$ cat src/rtl/basket_controller.sv
// Basket storage and pricing engine: keeps an ordered, packed list of (id, qty)
// entries, merges repeated IDs, compacts on cancel and recomputes the total.
module basket_controller #(
    parameter int DEPTH   = 8,
    parameter int QTY_MAX = 7
) (
    input  logic       CLOCK_50,
    input  logic       RESET_N,
    input  logic       Clear,
    input  logic       Add_En,
    input  logic [2:0] ProductID_in,
    input  logic [2:0] ProductQuantity_in,
    input  logic       Cancel_En,
    input  logic [2:0] Cancel_Index,
    input  logic [2:0] Read_Index,
    output logic [2:0] Read_ProductID,
    output logic [2:0] Read_Quantity,
    output logic       Read_Valid,
    output logic [3:0] NumEntries,
    output logic       Full,
    output logic       Empty,
    output logic       Busy,
    output logic [9:0] Total,
    output logic       Error
);

    localparam logic [1:0] S_IDLE  = 2'd0;
    localparam logic [1:0] S_SHIFT = 2'd1;
    localparam logic [1:0] S_SUM   = 2'd2;

    function automatic logic [3:0] price(input logic [2:0] id);
        case (id)
            3'd0:    price = 4'd2;
            3'd1:    price = 4'd3;
            3'd2:    price = 4'd5;
            3'd3:    price = 4'd7;
            3'd4:    price = 4'd1;
            3'd5:    price = 4'd4;
            3'd6:    price = 4'd6;
            default: price = 4'd8;
        endcase
    endfunction

    logic [1:0] state_q, state_d;
    logic [2:0] id_q  [DEPTH];
    logic [2:0] id_d  [DEPTH];
    logic [2:0] qty_q [DEPTH];
    logic [2:0] qty_d [DEPTH];
    logic [3:0] num_q, num_d;
    logic [9:0] total_q, total_d;
    logic [9:0] acc_q, acc_d;
    logic [2:0] ptr_q, ptr_d;
    logic [3:0] idx_q, idx_d;
    logic       err_q, err_d;

    logic       hit;
    logic [2:0] hit_k;
    logic [3:0] merged;
    logic       qty_ok;
    logic [6:0] term;

    always_comb begin
        // NOTE: every combinational output gets a default first so no path leaves it unassigned (no latches).
        state_d = state_q;
        id_d    = id_q;
        qty_d   = qty_q;
        num_d   = num_q;
        total_d = total_q;
        acc_d   = acc_q;
        ptr_d   = ptr_q;
        idx_d   = idx_q;
        err_d   = 1'b0;
        hit     = 1'b0;
        hit_k   = 3'd0;

        for (int k = 0; k < DEPTH; k++) begin
            if (!hit && (4'(k) < num_q) && (id_q[k] == ProductID_in)) begin
                hit   = 1'b1;
                hit_k = 3'(k);
            end
        end
        merged = {1'b0, qty_q[hit_k]} + {1'b0, ProductQuantity_in};
        qty_ok = (ProductQuantity_in != 3'd0) && (ProductQuantity_in <= 3'd4);
        term   = {3'b000, price(id_q[idx_q[2:0]])} * {4'b0000, qty_q[idx_q[2:0]]};

        if (Clear) begin
            state_d = S_IDLE;
            num_d   = 4'd0;
            total_d = 10'd0;
            acc_d   = 10'd0;
            idx_d   = 4'd0;
            for (int k = 0; k < DEPTH; k++) begin
                id_d[k]  = 3'd0;
                qty_d[k] = 3'd0;
            end
        end else begin
            case (state_q)
                S_IDLE: begin
                    if (Cancel_En) begin
                        // A simultaneous add is always dropped and flagged.
                        err_d = Add_En;
                        if ({1'b0, Cancel_Index} >= num_q) begin
                            err_d = 1'b1;
                        end else begin
                            state_d = S_SHIFT;
                            ptr_d   = Cancel_Index;
                        end
                    end else if (Add_En) begin
                        if (!qty_ok) begin
                            err_d = 1'b1;
                        end else if (hit) begin
                            qty_d[hit_k] = (merged > 4'(QTY_MAX)) ? 3'(QTY_MAX) : merged[2:0];
                            state_d = S_SUM;
                            acc_d   = 10'd0;
                            idx_d   = 4'd0;
                        end else if (num_q == 4'(DEPTH)) begin
                            err_d = 1'b1;
                        end else begin
                            id_d[num_q[2:0]]  = ProductID_in;
                            qty_d[num_q[2:0]] = ProductQuantity_in;
                            num_d   = num_q + 4'd1;
                            state_d = S_SUM;
                            acc_d   = 10'd0;
                            idx_d   = 4'd0;
                        end
                    end
                end
                S_SHIFT: begin
                    err_d = Add_En | Cancel_En;
                    if (({1'b0, ptr_q} + 4'd1) < num_q) begin
                        id_d[ptr_q]  = id_q[ptr_q + 3'd1];
                        qty_d[ptr_q] = qty_q[ptr_q + 3'd1];
                    end
                    // The last move and the tail clear share one cycle.
                    if (({1'b0, ptr_q} + 4'd2) >= num_q) begin
                        id_d[3'(num_q - 4'd1)]  = 3'd0;
                        qty_d[3'(num_q - 4'd1)] = 3'd0;
                        num_d   = num_q - 4'd1;
                        state_d = S_SUM;
                        acc_d   = 10'd0;
                        idx_d   = 4'd0;
                    end else begin
                        ptr_d = ptr_q + 3'd1;
                    end
                end
                S_SUM: begin
                    err_d = Add_En | Cancel_En;
                    if (idx_q < num_q) begin
                        acc_d = acc_q + {3'b000, term};
                        idx_d = idx_q + 4'd1;
                    end else begin
                        total_d = acc_q;
                        state_d = S_IDLE;
                    end
                end
                default: state_d = S_IDLE;
            endcase
        end
    end

    always_ff @(posedge CLOCK_50) begin
        if (!RESET_N) begin
            state_q <= S_IDLE;
            // NOTE: the entry file is reset because empty slots must read back as zero.
            for (int k = 0; k < DEPTH; k++) begin
                id_q[k]  <= 3'd0;
                qty_q[k] <= 3'd0;
            end
            num_q   <= 4'd0;
            total_q <= 10'd0;
            acc_q   <= 10'd0;
            ptr_q   <= 3'd0;
            idx_q   <= 4'd0;
            err_q   <= 1'b0;
        end else begin
            state_q <= state_d;
            id_q    <= id_d;
            qty_q   <= qty_d;
            num_q   <= num_d;
            total_q <= total_d;
            acc_q   <= acc_d;
            ptr_q   <= ptr_d;
            idx_q   <= idx_d;
            err_q   <= err_d;
        end
    end

    assign Read_ProductID = id_q[Read_Index];
    assign Read_Quantity  = qty_q[Read_Index];
    assign Read_Valid     = ({1'b0, Read_Index} < num_q);
    assign NumEntries     = num_q;
    assign Full           = (num_q == 4'(DEPTH));
    assign Empty          = (num_q == 4'd0);
    assign Busy           = (state_q != S_IDLE);
    assign Total          = total_q;
    assign Error          = err_q;

endmodule

$ cat config.mk
export PLATFORM = sky130hd
export DESIGN_NAME = basket_controller
export DESIGN_NICKNAME = d
export VERILOG_FILES = /design/src/rtl/basket_controller.sv
export SDC_FILE = /design/constraint.sdc
export NUM_CORES = 1
export LEC_CHECK = 0
export ABC_AREA = 1
export BUFFER_PORTS_ARGS = -buffer_cell sky130_fd_sc_hd__buf_4
export CORE_AREA = 10 10 147 149
export CTS_CLUSTER_SIZE = 14
export DETAILED_ROUTE_END_ITERATION = 8
export DIE_AREA = 0 0 157 159
export GPL_ROUTABILITY_DRIVEN = 0
export PLACE_DENSITY_LB_ADDON = 0.15
export SYNTH_ARGS = -nofsm -noshare
export SYNTH_HDL_FRONTEND = slang
export SYNTH_SLANG_ARGS = --single-unit
$ cat constraint.sdc
create_clock -name CLOCK_50 -period 12 [get_ports CLOCK_50]
set_input_delay 0.6 -clock CLOCK_50 [delete_from_list [all_inputs] [get_ports CLOCK_50]]
set_output_delay 0.6 -clock CLOCK_50 [all_outputs]
set_load 0.005 [all_outputs]
After elaboration in Yosys (flattened, before gate mapping). Index checks and enable logic that the tools add are counted.

Bitwise gates (word level): 14. Equal/unequal tests: 33. $mul: 1. Reductions and logical operators: 43. Magnitude comparators: 26. Muxes and demuxes: 114. Add/sub/neg operators: 8.

Operators by type and width (count): 24-bit 2-to-1 mux (18); 24-bit bitwise mux (5); 24-bit case mux with 2 select lines (2); 3-bit 2-to-1 mux (28); 10-bit 2-to-1 mux (7); 3-bit binary-select mux with 3-bit select (7); 4-bit 2-to-1 mux (13); 24-bit AND (2); 3-bit demux with 3-bit select (4); 10-bit case mux with 3 select lines (1); 4-bit greater-or-equal comparator, second input constant (7); 3-bit inverter with 4-bit output (7); 4-bit case mux with 7 select lines (1); 3-bit == test (8); 24-bit inverter (1); 2-bit != test, second input constant (11); 1-bit logical AND (20); 3-bit by 4-bit less-than comparator with 1-bit output, first input constant (4); 4-bit by 1-bit less-than comparator with 1-bit output, second input constant (4); 2-bit 2-to-1 mux (8); 1-bit 2-to-1 mux (15); 7-bit AND reduction (2); 3-bit != test, second input constant (4); 4-bit case mux with 3 select lines (1); other kinds (39) (59).

Bits of input ports: 17. Output and inout bits: 25. Logic and storage cells: 262. Flip-flop bits (word level): 82.

Logic depth before layout (Yosys ltp).
Depth in word-level cells: 44. Mapped depth: 31. Mapped depth without buffers: 29.

Worst setup path after synthesis. Ideal clock, no wire load.

Path type: register -> register. From: reg idx_q[0]. To: reg acc_q[6]. Data required time: 11881 ps. Path buffers: 2. Path slack: 7823 ps. Period minus slack after synthesis: 4177 ps. Stages on the path, launching flop included: 25. Data arrival time: 4058 ps. Library setup time: 119 ps. Path through: dfxtp_1 buf_2 inv_2 clkbuf_1 o21ai_0 nand2_1 nand2_1 o21ai_0 or2_2 xor2_1 nand2_1 fa_1 fa_1 inv_1 ha_1 nand3_1 nand2_1 inv_1 nor2_1 or2_2 a21oi_1 xor2_1 nor2_1 o21ai_0 a21oi_1.

Cells in the longest elaborated chain, start to end: 10. Elaborated cells between the ends (all ways): 22. Those cells by class: add/sub: 1; mul: 1; order compare: 1; eq/ne: 7; mux: 9; bitwise: 1; reduce/logical: 2.

Ends and longest elaborated chain: from (decl) (line 53) `logic [3:0] idx_q, idx_d;`; from (signal assigned) (line 183) `idx_q <= idx_d;`; 3-bit inverter with 4-bit output (implied by the code) (line 84) `term = {3'b000, price(id_q[idx_q[2:0]])} * {4'b0000, qty_q[idx_q[2:0]]};`; 3-bit binary-select mux with 3-bit select (line 84); 3-bit 2-to-1 mux (implied by the code) (2 in a row) (line 84); 3-bit == test (tied with other cells) (line 32) `case (id)`; 4-bit case mux with 7 select lines (line 32); 4-bit by 3-bit multiplier with 7-bit output (line 84); 10-bit by 7-bit adder with 10-bit output (line 149) `acc_d = acc_q + {3'b000, term};`; 10-bit 2-to-1 mux (line 148) `if (idx_q < num_q) begin`; 10-bit case mux with 3 select lines (line 97) `case (state_q)`; to (signal assigned) (line 171) `acc_q <= 10'd0;`; to (signal assigned) (line 181) `acc_q <= acc_d;`; to (decl) (line 51) `logic [9:0] acc_q, acc_d;`.

Parallel ways exist; a longest one is shown, timed or not. The select of a mux whose other input is x is not followed. A chain may end at the register's enable or synchronous reset.

Worst setup path in the final report. Ends and elaborated chain as after synthesis.

==> results.py <==
metrics = {
    "timing": {
        "timing.fmax_ghz": 0.186,
        "hold_viol": 0,
        "setup_viol": 0,
        "setup_tns_ns": 0,
        "holdWs_ns": 0.475,
        "finalCriticalPeriod_ns": 5.36,
        "setup_ws_ns": 6.64,
        "tightestPinTransition_ns": 1.08,
        "fin_crit_sh_pct": 44.7,
        "fin_skew_ns": 0.0119,
        "relSlewSlack_pct": 27.9,
        "drv_slew": 0,
        "rsz0062_at_grt": "no",
    },
    "synthesis": {
        "synth_seq_cells": 82,
        "syn_area_um2": 8210,
        "ys_async_sr_fraction_pct": 0,
        "ys_seq_area_share_pct": 20.0,
        "syn_nets": 1465,
        "yosysWarnings": 0,
        "postSynthCellCount": 1397,
        "synth_cell_types": 45,
        "synthFlopType": "dfxtp_1",
        "syn_area_per_cell_um2": 5.87,
        "synth-edff-count": 0,
    },
    "grt": {
        "first_global_vias": 8523,
        "grt_pass1_wl_um": 48000,
        "grt_max_degree": 51,
        "antenna_found_initial": 0,
        "grt_usage_pct": 24.0,
        "grt_overflow": 0,
    },
    "floorplan": {
        "fp-row-count": 50,
        "die_y_um": 159,
        "initial_core_util_pct": 44.2,
        "ioPinCount": 42,
        "die_area_um2": 25000,
        "core-area_um2": 18600,
        "die_x_um": 157,
    },
    "critical_path": {
        "start_kind": "flip-flop",
        "cp_max_fo": 38,
        "cp_data_arrival_time_ns": 5.62,
        "slowest_stage": "dfxtp_1",
        "max_stage_delay_ns": 1.04,
        "cp-end-kind": "flip-flop",
        "critPathBufInv": 6,
        "critPathKind": "flip-flop to flip-flop",
        "required_ns": 12.25,
        "crit_family": "adder cells",
    },
    "worst_hold_path": {
        "hold_path_class": "flip-flop to flip-flop",
    },
    "placement": {
        "dp_slack_ns": 6.71,
        "port_buffers": 41,
        "dp_cells": 1623,
        "dpl_cell_area_um2": 8610,
        "dp_hpwl_um": 22900,
    },
    "power": {
        "ir_drop_uv": 82.7,
        "leakage_nw": 3.83,
        "p_per_area_nw_per_um2": 91.0,
        "power_mw": 0.811,
    },
    "final_layout": {
        "drive_above_1_share_pct": 7.47,
        "nNetsFinal": 1468,
        "utilization_pct": 47.9,
        "final_cell_count_no_fill": 1639,
        "finalInstanceArea_um2": 8910,
        "diodes": 0,
        "syn2layout_area_growth_pct": 8.54,
    },
    "routing": {
        "final_antenna_net_count": 0,
        "post-route-drc-count": 0,
        "drt_iter0_drc": 950,
        "vias": 9355,
        "detail_route.vias_per_cell": 5.71,
        "drt_wl_total_um": 30100,
        "wl_per_cell_um": 18.4,
        "drt-pass1-iter-count": 5,
    },
    "clocking": {
        "clkLatencyLatePin_ns": 0.37,
        "post_cts_buffers": 0,
        "tritoncts": "done",
        "clock_sinks": 82,
        "path_clk_slew_ns": 0.08,
        "ctsResizeCount": 0,
        "hold_buffers": 0,
        "clockRootBuffer": "clkbuf_16",
        "clock_path_buffers": 2,
        "cts_buffers": 9,
        "htreeDepth": 3,
    },
    "status": {
        "status": "finished clean",
    },
    "run": {
        "maxCapViolCount": 0,
    },
}
==> placed cells by master, fill, tap and decap left out, drive strengths merged <==
cell,netlist,layout
ha,44,44
a21boi,2,2
o211ai,40,40
dfxtp,82,82
a21o,1,1
xnor2,7,7
o2111ai,1,1
or2,3,3
a31oi,9,9
clkinv,7,9
o21bai,1,1
nor2,172,172
o221ai,3,3
o21ba,1,1
a21oi,162,162
nor3,18,18
o22ai,3,3
o21a,5,5
buf,15,49
clkbuf,42,9
inv,150,155
o21ai,146,146
nand4,12,12
nand3,71,71
nand2,366,366
a221oi,6,6
xor2,14,14
a211oi,5,5
fa,7,7
a31o,2,2
==> synth_stat cells (9+ instances only) <==
| library cell | number | area, µm² |
|---|---|---|
| a21oi_1 | 162 | 811 |
| a31oi_1 | 9 | 56.3 |
| clkbuf_1 | 42 | 158 |
| dfxtp_1 | 82 | 1640 |
| ha_1 | 44 | 551 |
| inv_1 | 143 | 537 |
| nand2_1 | 356 | 1340 |
| nand3_1 | 68 | 340 |
| nand4_1 | 11 | 68.8 |
| nor2_1 | 160 | 601 |
| nor3_1 | 18 | 90.1 |
| o211ai_1 | 40 | 300 |
| o21ai_0 | 145 | 726 |
| xor2_1 | 14 | 123 |
==> registers in the layout, indices dropped and copies added (netlist names) <==
| signal | cells |
|---|---|
| id_q | 24 |
| qty_q | 24 |
| Total | 10 |
| acc_q | 10 |
| NumEntries | 4 |
| idx_q | 4 |
| ptr_q | 3 |
| state_q | 2 |
| Error | 1 |
==> tightest hold or removal path: cells and delay by family, from the launching register on <==
family	cells	cell delay (ns)
flops	1	0.32
simple gates	1	0.06
compound gates	1	0.05
==> cell type report <==
class | count | area (µm²)
clock buffer | 9 | 225
clock inverter | 7 | 76.3
fill | 2028 | 9670
inverter | 157 | 594
multi-input combinational | 1101 | 5710
sequential | 82 | 1640
tap | 234 | 293
timing repair buffer | 49 | 368
==> metal layers <==
layer / GRT usage [%] / vias up / part of all wire, %
li1: - / 4637 / -
met1: 33.0 / 4183 / 44
met2: 35.0 / 450 / 42
met3: 5.32 / 85 / 9.5
met4: 10.3 / 0 / 4.3
met5: 0 / - / 0
==> worst paths after layout <==
kind | startpoint | end | slack, ns | cells past startpoint
setup / recovery | idx_q[0] | acc_q[6] | 6.64 | 26
hold / removal | acc_q[9] | acc_q[9] | 0.48 | 2
setup reg to reg | idx_q[0] | acc_q[6] | 6.64 | 26
hold reg to reg | acc_q[9] | acc_q[9] | 0.48 | 2
==> kinds of logic (layout without fill, tap and decap cells) <==
group	count (synthesis)	count (layout)	share of synthesized area [%]
buf+inv	214	222	10.5
compound gates	387	387	26.0
simple gates	642	642	32.8
xor+xnor	21	21	2.24
fa+ha+maj	51	51	8.42
flops	82	82	20.0
==> where the power goes <==
group	switching (mW)	internal, mW
clock network	0.146	0.149
registers	0.00852	0.278
logic	0.163	0.0659
Power figures use the tool's default switching activity.
